`src/rtl/phase_sequencer_if.sv`:
```
// Board/decoder-facing bundle of the phase sequencer: run/step controls, fetched word in,
// one-hot phases, opcode bits and status out.
interface phase_sequencer_if #(
  parameter int BusWidth = 8
);
  logic                Run;
  logic                StepReq;
  logic                LoadInst;
  logic [BusWidth-1:0] BusIn;
  logic                Phase0;
  logic                Phase1;
  logic                Phase2;
  logic                Phase3;
  logic                InstrIn0;
  logic                InstrIn1;
  logic                InstrIn2;
  logic                InstrIn3;
  logic [BusWidth-5:0] Operand;
  logic                Halted;
  logic                StepDone;
  logic                ProtoErr;

  modport master (
    output Run, StepReq, LoadInst, BusIn,
    input  Phase0, Phase1, Phase2, Phase3,
    input  InstrIn0, InstrIn1, InstrIn2, InstrIn3, Operand,
    input  Halted, StepDone, ProtoErr
  );

  modport slave (
    input  Run, StepReq, LoadInst, BusIn,
    output Phase0, Phase1, Phase2, Phase3,
    output InstrIn0, InstrIn1, InstrIn2, InstrIn3, Operand,
    output Halted, StepDone, ProtoErr
  );
endinterface

```
`src/rtl/phase_sequencer.sv`:
```
// Machine-cycle sequencer and instruction register: registered one-hot Phase0..3, opcode latch at Phase0.
// Phase0 appears one edge after Run/step edge; instructions always run all 4 phases; no backpressure.
module phase_sequencer #(
  parameter int         BusWidth = 8,
  parameter logic [3:0] HaltOp   = 4'b1111
) (
  input logic              Clock,
  input logic              ResetN,
  phase_sequencer_if.slave bus
);

  typedef enum logic [1:0] {
    IDLE   = 2'd0,
    RUN    = 2'd1,
    STEP   = 2'd2,
    HALTED = 2'd3
  } state_t;

  state_t              state_q, state_d;
  logic [1:0]          cnt_q, cnt_d;
  logic [3:0]          phase_q, phase_d;
  logic [BusWidth-1:0] instr_q;
  logic                step_prev_q;
  logic                step_done_q, step_done_d;
  logic                proto_err_q;
  logic                step_edge;
  logic                load_ok;

  assign step_edge = bus.StepReq & ~step_prev_q;
  assign load_ok   = bus.LoadInst & phase_q[0];

  always_comb begin
    state_d     = state_q;
    cnt_d       = cnt_q;
    step_done_d = 1'b0;
    phase_d     = 4'b0000;
    case (state_q)
      IDLE: begin
        cnt_d = 2'd0;
        // Run has priority; a coincident step edge is dropped.
        if (bus.Run) begin
          state_d = RUN;
        end else if (step_edge) begin
          state_d = STEP;
        end
      end
      RUN, STEP: begin
        if (cnt_q != 2'd3) begin
          cnt_d = cnt_q + 2'd1;
        end else begin
          cnt_d = 2'd0;
          if (instr_q[BusWidth-1 -: 4] == HaltOp) begin
            state_d = HALTED;
          end else if (state_q == STEP) begin
            state_d     = IDLE;
            step_done_d = 1'b1;
          end else if (!bus.Run) begin
            state_d = IDLE;
          end
        end
      end
      default: state_d = HALTED;
    endcase
    // Decode from next state so the phase outputs come straight off flops.
    if (state_d == RUN || state_d == STEP) begin
      phase_d[cnt_d] = 1'b1;
    end
  end

  always_ff @(posedge Clock or negedge ResetN) begin
    if (!ResetN) begin
      state_q     <= IDLE;
      cnt_q       <= 2'd0;
      phase_q     <= 4'b0000;
      instr_q     <= '0;
      step_prev_q <= 1'b0;
      step_done_q <= 1'b0;
      proto_err_q <= 1'b0;
    end else begin
      state_q     <= state_d;
      cnt_q       <= cnt_d;
      phase_q     <= phase_d;
      step_prev_q <= bus.StepReq;
      step_done_q <= step_done_d;
      if (load_ok) begin
        instr_q <= bus.BusIn;
      end
      if (bus.LoadInst && !phase_q[0]) begin
        proto_err_q <= 1'b1;
      end
    end
  end

  assign bus.Phase0   = phase_q[0];
  assign bus.Phase1   = phase_q[1];
  assign bus.Phase2   = phase_q[2];
  assign bus.Phase3   = phase_q[3];
  assign bus.InstrIn0 = instr_q[BusWidth-4];
  assign bus.InstrIn1 = instr_q[BusWidth-3];
  assign bus.InstrIn2 = instr_q[BusWidth-2];
  assign bus.InstrIn3 = instr_q[BusWidth-1];
  assign bus.Operand  = instr_q[BusWidth-5:0];
  assign bus.Halted   = (state_q == HALTED);
  assign bus.StepDone = step_done_q;
  assign bus.ProtoErr = proto_err_q;

endmodule

```
`src/flat_wrapper.sv`:
```
// flat-port wrapper written by rule: the top's interface ports become plain ports
module phase_sequencer_flat 
#(
  parameter int         BusWidth = 8,
  parameter logic [3:0] HaltOp   = 4'b1111
)
  (Clock, ResetN, bus_Run, bus_StepReq, bus_LoadInst, bus_BusIn, bus_Phase0, bus_Phase1, bus_Phase2, bus_Phase3, bus_InstrIn0, bus_InstrIn1, bus_InstrIn2, bus_InstrIn3, bus_Operand, bus_Halted, bus_StepDone, bus_ProtoErr);
  phase_sequencer_if #(.BusWidth(BusWidth)) bus_i ();
  input logic Clock;
  input logic ResetN;
  input wire logic [$bits(bus_i.Run)-1:0] bus_Run;
  input wire logic [$bits(bus_i.StepReq)-1:0] bus_StepReq;
  input wire logic [$bits(bus_i.LoadInst)-1:0] bus_LoadInst;
  input wire logic [$bits(bus_i.BusIn)-1:0] bus_BusIn;
  output wire logic [$bits(bus_i.Phase0)-1:0] bus_Phase0;
  output wire logic [$bits(bus_i.Phase1)-1:0] bus_Phase1;
  output wire logic [$bits(bus_i.Phase2)-1:0] bus_Phase2;
  output wire logic [$bits(bus_i.Phase3)-1:0] bus_Phase3;
  output wire logic [$bits(bus_i.InstrIn0)-1:0] bus_InstrIn0;
  output wire logic [$bits(bus_i.InstrIn1)-1:0] bus_InstrIn1;
  output wire logic [$bits(bus_i.InstrIn2)-1:0] bus_InstrIn2;
  output wire logic [$bits(bus_i.InstrIn3)-1:0] bus_InstrIn3;
  output wire logic [$bits(bus_i.Operand)-1:0] bus_Operand;
  output wire logic [$bits(bus_i.Halted)-1:0] bus_Halted;
  output wire logic [$bits(bus_i.StepDone)-1:0] bus_StepDone;
  output wire logic [$bits(bus_i.ProtoErr)-1:0] bus_ProtoErr;
  assign bus_i.Run = bus_Run;
  assign bus_i.StepReq = bus_StepReq;
  assign bus_i.LoadInst = bus_LoadInst;
  assign bus_i.BusIn = bus_BusIn;
  assign bus_Phase0 = bus_i.Phase0;
  assign bus_Phase1 = bus_i.Phase1;
  assign bus_Phase2 = bus_i.Phase2;
  assign bus_Phase3 = bus_i.Phase3;
  assign bus_InstrIn0 = bus_i.InstrIn0;
  assign bus_InstrIn1 = bus_i.InstrIn1;
  assign bus_InstrIn2 = bus_i.InstrIn2;
  assign bus_InstrIn3 = bus_i.InstrIn3;
  assign bus_Operand = bus_i.Operand;
  assign bus_Halted = bus_i.Halted;
  assign bus_StepDone = bus_i.StepDone;
  assign bus_ProtoErr = bus_i.ProtoErr;
  phase_sequencer #(.BusWidth(BusWidth), .HaltOp(HaltOp)) u_core (.Clock(Clock), .ResetN(ResetN), .bus(bus_i));
endmodule
```
`config.mk`:
```
export PLATFORM = sky130hd
export DESIGN_NAME = phase_sequencer_flat
export DESIGN_NICKNAME = d
export VERILOG_FILES = /design/src/rtl/phase_sequencer_if.sv /design/src/rtl/phase_sequencer.sv /design/src/flat_wrapper.sv
export SDC_FILE = /design/constraint.sdc
export NUM_CORES = 1
export LEC_CHECK = 0
export CAP_MARGIN = 20
export CORE_MARGIN = 8
export CORE_UTILIZATION = 49
export DETAILED_ROUTE_END_ITERATION = 12
export PLACE_DENSITY = 0.86
export SYNTH_ARGS = -nofsm -noshare
export SYNTH_HDL_FRONTEND = slang
export SYNTH_SLANG_ARGS = --single-unit
```
`constraint.sdc`:
```
create_clock -name Clock -period 2.85 [get_ports Clock]
set_input_delay 0.4275 -clock Clock [delete_from_list [all_inputs] [get_ports Clock]]
set_output_delay 0.4275 -clock Clock [all_outputs]
set_load 0.02 [all_outputs]
```
==> run metrics, run 1 <==
Final WS setup 519 ps; relative slew slack 42.9%; Netlist cell types 30; Filler Cells Inserted 149; GRT Total Usage 13.1%; number of enable flip-flop cells after synthesis 0; Synth Area in Adders 5.28%; Max Clock Freq 0.429 GHz; Reg area 475 um2; Worst-Margin Slew 853 ps; Cells after DPL 135; compound-gate portion of the synthesized area 15.4%; sequential area share after synthesis 50.1%; crit-path cells ha_1 > clkdlybuf4s50_1; IO Pins 28; Yosys reg bits 19; async set-reset flop share out of synthesis 100%; combinational share of power 57.1%; Synth Cell Area 948 um2; Switching Share 41.3%; final worst-path cycle share 81.8%; htree depth 1; clock buffer count from CTS 3; fin util 66.7%; Setup crit end kind primary output; status finished, final reports clean; Setup Fix Bufs, Post-CTS 0; skew final 8.34 ps; max-cap violations 0; Layout Cells excl Fill 139; Critical Path Max Stage Delay 680 ps; Synth Warn # 0; CP Data Required Time 2420 ps; total power 1.38 mW; Initial DRC Count 13; hold-fix buffers at CTS 0; post-synth top area share 50.1%; clk buf depth 2; CTS tree yes; gr ovfl total 0; leading area contributor after synthesis dfrtp_1; die width 60.0 um; unrepaired setup endpoints after global routing no; Post-Syn Instances 82; DR WL met2 1.16 mm; Die H 60.0 um; Final TNS setup 0 ps; first-pass GRT wire length 3.51 mm; Sw Pwr 0.570 mW; HP Class register to register; Mapped Nets 99; leakage 0.550 nW; DR WL met3 91 um; Nets 130; setup slack at placement 738 ps; crit path DAT 1900 ps; DP HPWL 1.70 mm; vias in the first global route 711; clock slew at reported path FFs 110 ps; clock root buffer clkbuf_4; simple-gate share of the synthesized area 15.7%; Final Cell Area 1270 um2; largest net degree at the start of global routing 20; main combinational cell family by area after synthesis simple AND/OR/NAND/NOR gates; Worst-Skew Late Latency 310 ps; internal power 0.811 mW; area delta synth->final 33.8%; critical path type register to primary output; Peak VDD IR 0.533 mV; Post-synth top flop dfrtp_1; XOR/XNOR share of the synthesized area 0%; clk sinks 19; area of placed instances 1240 um2; count of pins over their slew limit 0; First-pass DRT Iterations 4; Reg power frac 32.7%; syn avg cell area 11.6 um2; clock power share 10.2%; share of layout cells above drive strength 1 17.0%; commonest cells in the netlist 19 x dfrtp_1, 8 x mux2_2, 8 x nand2_1; DR WL/cell 15.5 um; Fin. Hold Viols 0; Multi-input gate area 435 um2; Starting Density 49.9%; num rows 16; Placer Congestion 0.853; DRC 0; setup violators final 0; Power Dens Cells 1090 nW/um2; initial antenna violation count 0; Final min period 2330 ps; # diodes 0; Core Box Area 1900 um2; crit path max fanout 11; Vias per Instance 5.12; Hold WS 477 ps; slowest library cell on the worst path clkdlybuf4s50_1; remaining antenna violation count after routing 0; cts repair resizes 0; met1 wire length 878 um; DR top layer met4; cell with the most instances after synthesis dfrtp_1; via count 712; synth top area cells dfrtp_1 50%, mux2_2 9.5%, ha_1 5.3%, nand2_1 3.2%, inv_1 2.4%; Routed WL 2.16 mm; # port buffers 27; CP startpoint kind register; mux contribution to synthesized area 9.50%; die area 3600 um2
[flip-flops by register name, summed over array words and instances (netlist names)]
name and count:
u_core.instr_q 8, u_core.phase_q 4, u_core.cnt_q 2, u_core.state_q 2, u_core.bus.ProtoErr 1, u_core.bus.StepDone 1, u_core.step_prev_q 1
[layout make-up]
| cell class | instances | area share (%) |
|---|---|---|
| timing repair buffer | 27 | 21.3 |
| clock buffer | 3 | 1.78 |
| tap | 27 | 2.66 |
| multi-input combinational | 55 | 34.3 |
| inverter | 7 | 2.07 |
| clock inverter | 1 | 0.394 |
| sequential | 19 | 37.5 |
[cells in the final DEF (no fill, tap or decap), drive strengths merged, types with 3 or more instances in the layout]
cell type,instances
a21oi,3
clkbuf,3
nand2b,4
dfrtp,19
mux2,8
clkdlybuf4s50,27
ha,4
inv,7
nor3,4
nand2,8
[routing by layer]
metal / GRT usage [%] / vias to the layer above
met5: 0 / -
met4: 6.12 / 0
met2: 23.1 / 22
met3: 1.51 / 3
met1: 15.4 / 331
li1: - / 356
[worst max-delay path, delay by kind of cell (launching register included)]
kind | cells | cell delay (ps)
buffers and inverters | 1 | 680
flip-flops | 1 | 510
adder cells (fa/ha/maj) | 1 | 420
[power groups by stage]
stage                     Sequential [mW]  Combinational (mW)  Clock [mW]
after detailed placement            0.459               0.791           0
after global routing                0.468               0.856       0.156
after floorplan                     0.541               0.431           0
after CTS                           0.452               0.795       0.146
final                               0.451               0.789       0.141
after global placement              0.450               0.762           0
[cells by family after synthesis]
kind of cell,after synthesis
AND/OR/NAND/NOR,25
flip-flops,19
adder cells (fa/ha/maj),4
AO/OA/AOI/OAI,18
multiplexers,8
buffers and inverters,8
[final timing paths]
kind,from,to,slack (ps),depth (start not counted)
setup / recovery,u_core.state_q[1]$_DFF_PN0_,bus_Halted,520,2
min in group asynchronous,ResetN,u_core.instr_q[3]$_DFFE_PN0P_,590,1
hold reg to reg,u_core.bus.ProtoErr$_DFFE_PN0P_,u_core.bus.ProtoErr$_DFFE_PN0P_,480,1
hold / removal,u_core.bus.ProtoErr$_DFFE_PN0P_,u_core.bus.ProtoErr$_DFFE_PN0P_,480,1
setup reg to reg,u_core.state_q[1]$_DFF_PN0_,u_core.phase_q[3]$_DFF_PN0_,880,6
max in group asynchronous,ResetN,u_core.state_q[1]$_DFF_PN0_,1730,1
(Power assumes the default switching activity.)
==> run 2, diff against run 1 <==
CORE_UTILIZATION = 45   (was 49)
PLACE_DENSITY = 0.8   (was 0.86)
clock period = 2.2 ns   (was 2.85 ns; I/O delays follow)
==> run metrics, run 2 (same netlist as run 1, synthesis figures left out) <==
status finished, final reports clean; unrepaired setup endpoints after global routing no; initial antenna violation count 0 (unchanged); Worst path top cell family by delay buffers and inverters; Peak VDD IR 0.905 mV (+70%); gr ovfl total 0 (unchanged); crit path DAT 1720 ps (-180 ps); Starting Density 47.9% (-2.0 points); GRT Total Usage 12.7% (-0.46 points); Worst-Skew Late Latency 290 ps (-20 ps); die area 3830 um2 (+6.5%); Critical Path Max Stage Delay 620 ps (-60 ps); area delta synth->final 35.9%; first-pass GRT wire length 3.60 mm (+2.5%); skew final 3.21 ps (-5.13 ps); Final Cell Area 1290 um2 (+1.6%); leakage 0.555 nW (+0.86%); largest net degree at the start of global routing 20 (unchanged); die width 61.9 um (+3.2%); area of placed instances 1250 um2 (+0.61%); Filler Cells Inserted 152 (+2.0%); # port buffers 27 (unchanged); slowest library cell on the worst path clkdlybuf4s50_1; setup violators final 0 (unchanged); biggest registers after layout u_core.instr_q x8, u_core.phase_q x4; Final TNS setup 0 ps (unchanged); Vias per Instance 5.30 (+3.5%); critical path type register to primary output; Fin. Hold Viols 0 (unchanged); crit path max fanout 11 (unchanged); Reg area 475 um2 (unchanged); crit-path cells ha_4 > clkdlybuf4s50_1; reg2reg setup slack 190 ps (-690 ps); IO Pins 28 (unchanged); DRC 0 (unchanged); htree depth 1 (unchanged); Routed WL 2.13 mm (-1.5%); Initial DRC Count 17 (+4); most frequent cells in the layout 27 x clkdlybuf4s50_1, 19 x dfrtp_1, 8 x nand2_1, 8 x mux2_2, 6 x inv_1; Hold WS 357 ps (-120 ps); Worst-Margin Slew 345 ps (-508 ps); final worst-path cycle share 93.3%; clock buffer count from CTS 3 (unchanged); CP startpoint kind register; Nets 131 (+0.77%); num rows 16 (unchanged); clk sinks 19 (unchanged); DP HPWL 1.64 mm (-3.4%); Setup Fix Bufs, Post-CTS 0 (unchanged); Multi-input gate area 448 um2 (+2.9%); max-cap violations 0 (unchanged); via count 742 (+4.2%); DR WL/cell 15.2 um (-2.2%); Final min period 2050 ps; Setup crit end kind primary output; vias in the first global route 787 (+11%); count of pins over their slew limit 0 (unchanged); share of layout cells above drive strength 1 18.6% (+1.6 points); Final WS setup 147 ps (-371 ps); relative slew slack 76.9% (+34 points); # diodes 0 (unchanged); CP bufs+invs 1 (unchanged); Max Clock Freq 0.487 GHz; hold-fix buffers at CTS 0 (unchanged); Reg with most FFs u_core.instr_q; clock root buffer clkbuf_4; HP Class primary input to async pin; commonest non-fill, non-tap cell in the layout clkdlybuf4s50_1; Placer Congestion 0.865 (+1.4%); setup slack at placement 240 ps (-498 ps); CTS tree yes; remaining antenna violation count after routing 0 (unchanged); Power Dens Cells 1400 nW/um2 (+29%); Die H 61.9 um (+3.2%); clock slew at reported path FFs 110 ps (about the same); Largest register FFs 8 (unchanged); CP Data Required Time 1870 ps (-550 ps); clk buf depth 2 (unchanged); Core Box Area 1980 um2 (+4.2%); First-pass DRT Iterations 4 (unchanged)
[run 2: cell types whose count changed in the layout (fill, tap and decap cells not counted)]
cell   before  now
buf_4       0    1
ha_1        4    3
ha_4        0    1
[run 2: layout make-up]
cell class / instances / area share, %
Clock buffer: 3 / 1.75
Clock inverter: 1 / 0.388
Inverter: 7 / 2.04
Multi-Input combinational cell: 55 / 34.8
Sequential cell: 19 / 36.9
Tap cell: 27 / 2.62
Timing Repair Buffer: 28 / 21.6
[run 2: metrics by stage]
| step | util, % | cells | total power [mW] |
|---|---|---|---|
| finish | 65.0 | 140 | 1.81 |
| global route | 65.0 | 140 | 1.95 |
| CTS | 64.5 | 140 | 1.81 |
| detailed placement | 63.0 | 136 | 1.63 |
| global placement | 63.0 | 136 | 1.58 |
| floorplan | - | 82 | 1.26 |
[run 2: routing by layer]
layer | track usage, % | up-vias | part of all wire [%]
li1 | - | 359 | -
met1 | 14.8 | 356 | 42
met2 | 20.7 | 25 | 49
met3 | 4.73 | 2 | 7.7
met4 | 4.55 | 0 | 0.56
met5 | 0 | - | 0
[run 2: worst paths after layout]
kind                                                       from                         endpoint  depth (start not counted)
worst max-delay path                u_core.state_q[0]$_DFF_PN0_                       bus_Halted                          2
worst min-delay path                                     ResetN    u_core.bus.StepDone$_DFF_PN0_                          2
worst max register to register      u_core.state_q[0]$_DFF_PN0_      u_core.phase_q[2]$_DFF_PN0_                          6
worst min register to register  u_core.bus.ProtoErr$_DFFE_PN0P_  u_core.bus.ProtoErr$_DFFE_PN0P_                          1
max in group asynchronous                                ResetN  u_core.bus.ProtoErr$_DFFE_PN0P_                          2
min in group Clock              u_core.bus.ProtoErr$_DFFE_PN0P_  u_core.bus.ProtoErr$_DFFE_PN0P_                          1
[run 2: report_power, final]
group	switching, mW	leakage, nW	internal [mW]
sequential	0.122	0.233	0.484
clock	0.106	0.0177	0.0676
combinational	0.515	0.304	0.514
total	0.744	0.555	1.07
[run 2: what timing repair did]
action                     4_1_cts  5_1_grt
setup endpoints to repair        1        1
gates resized for setup          1        1
pin swaps                        0        0
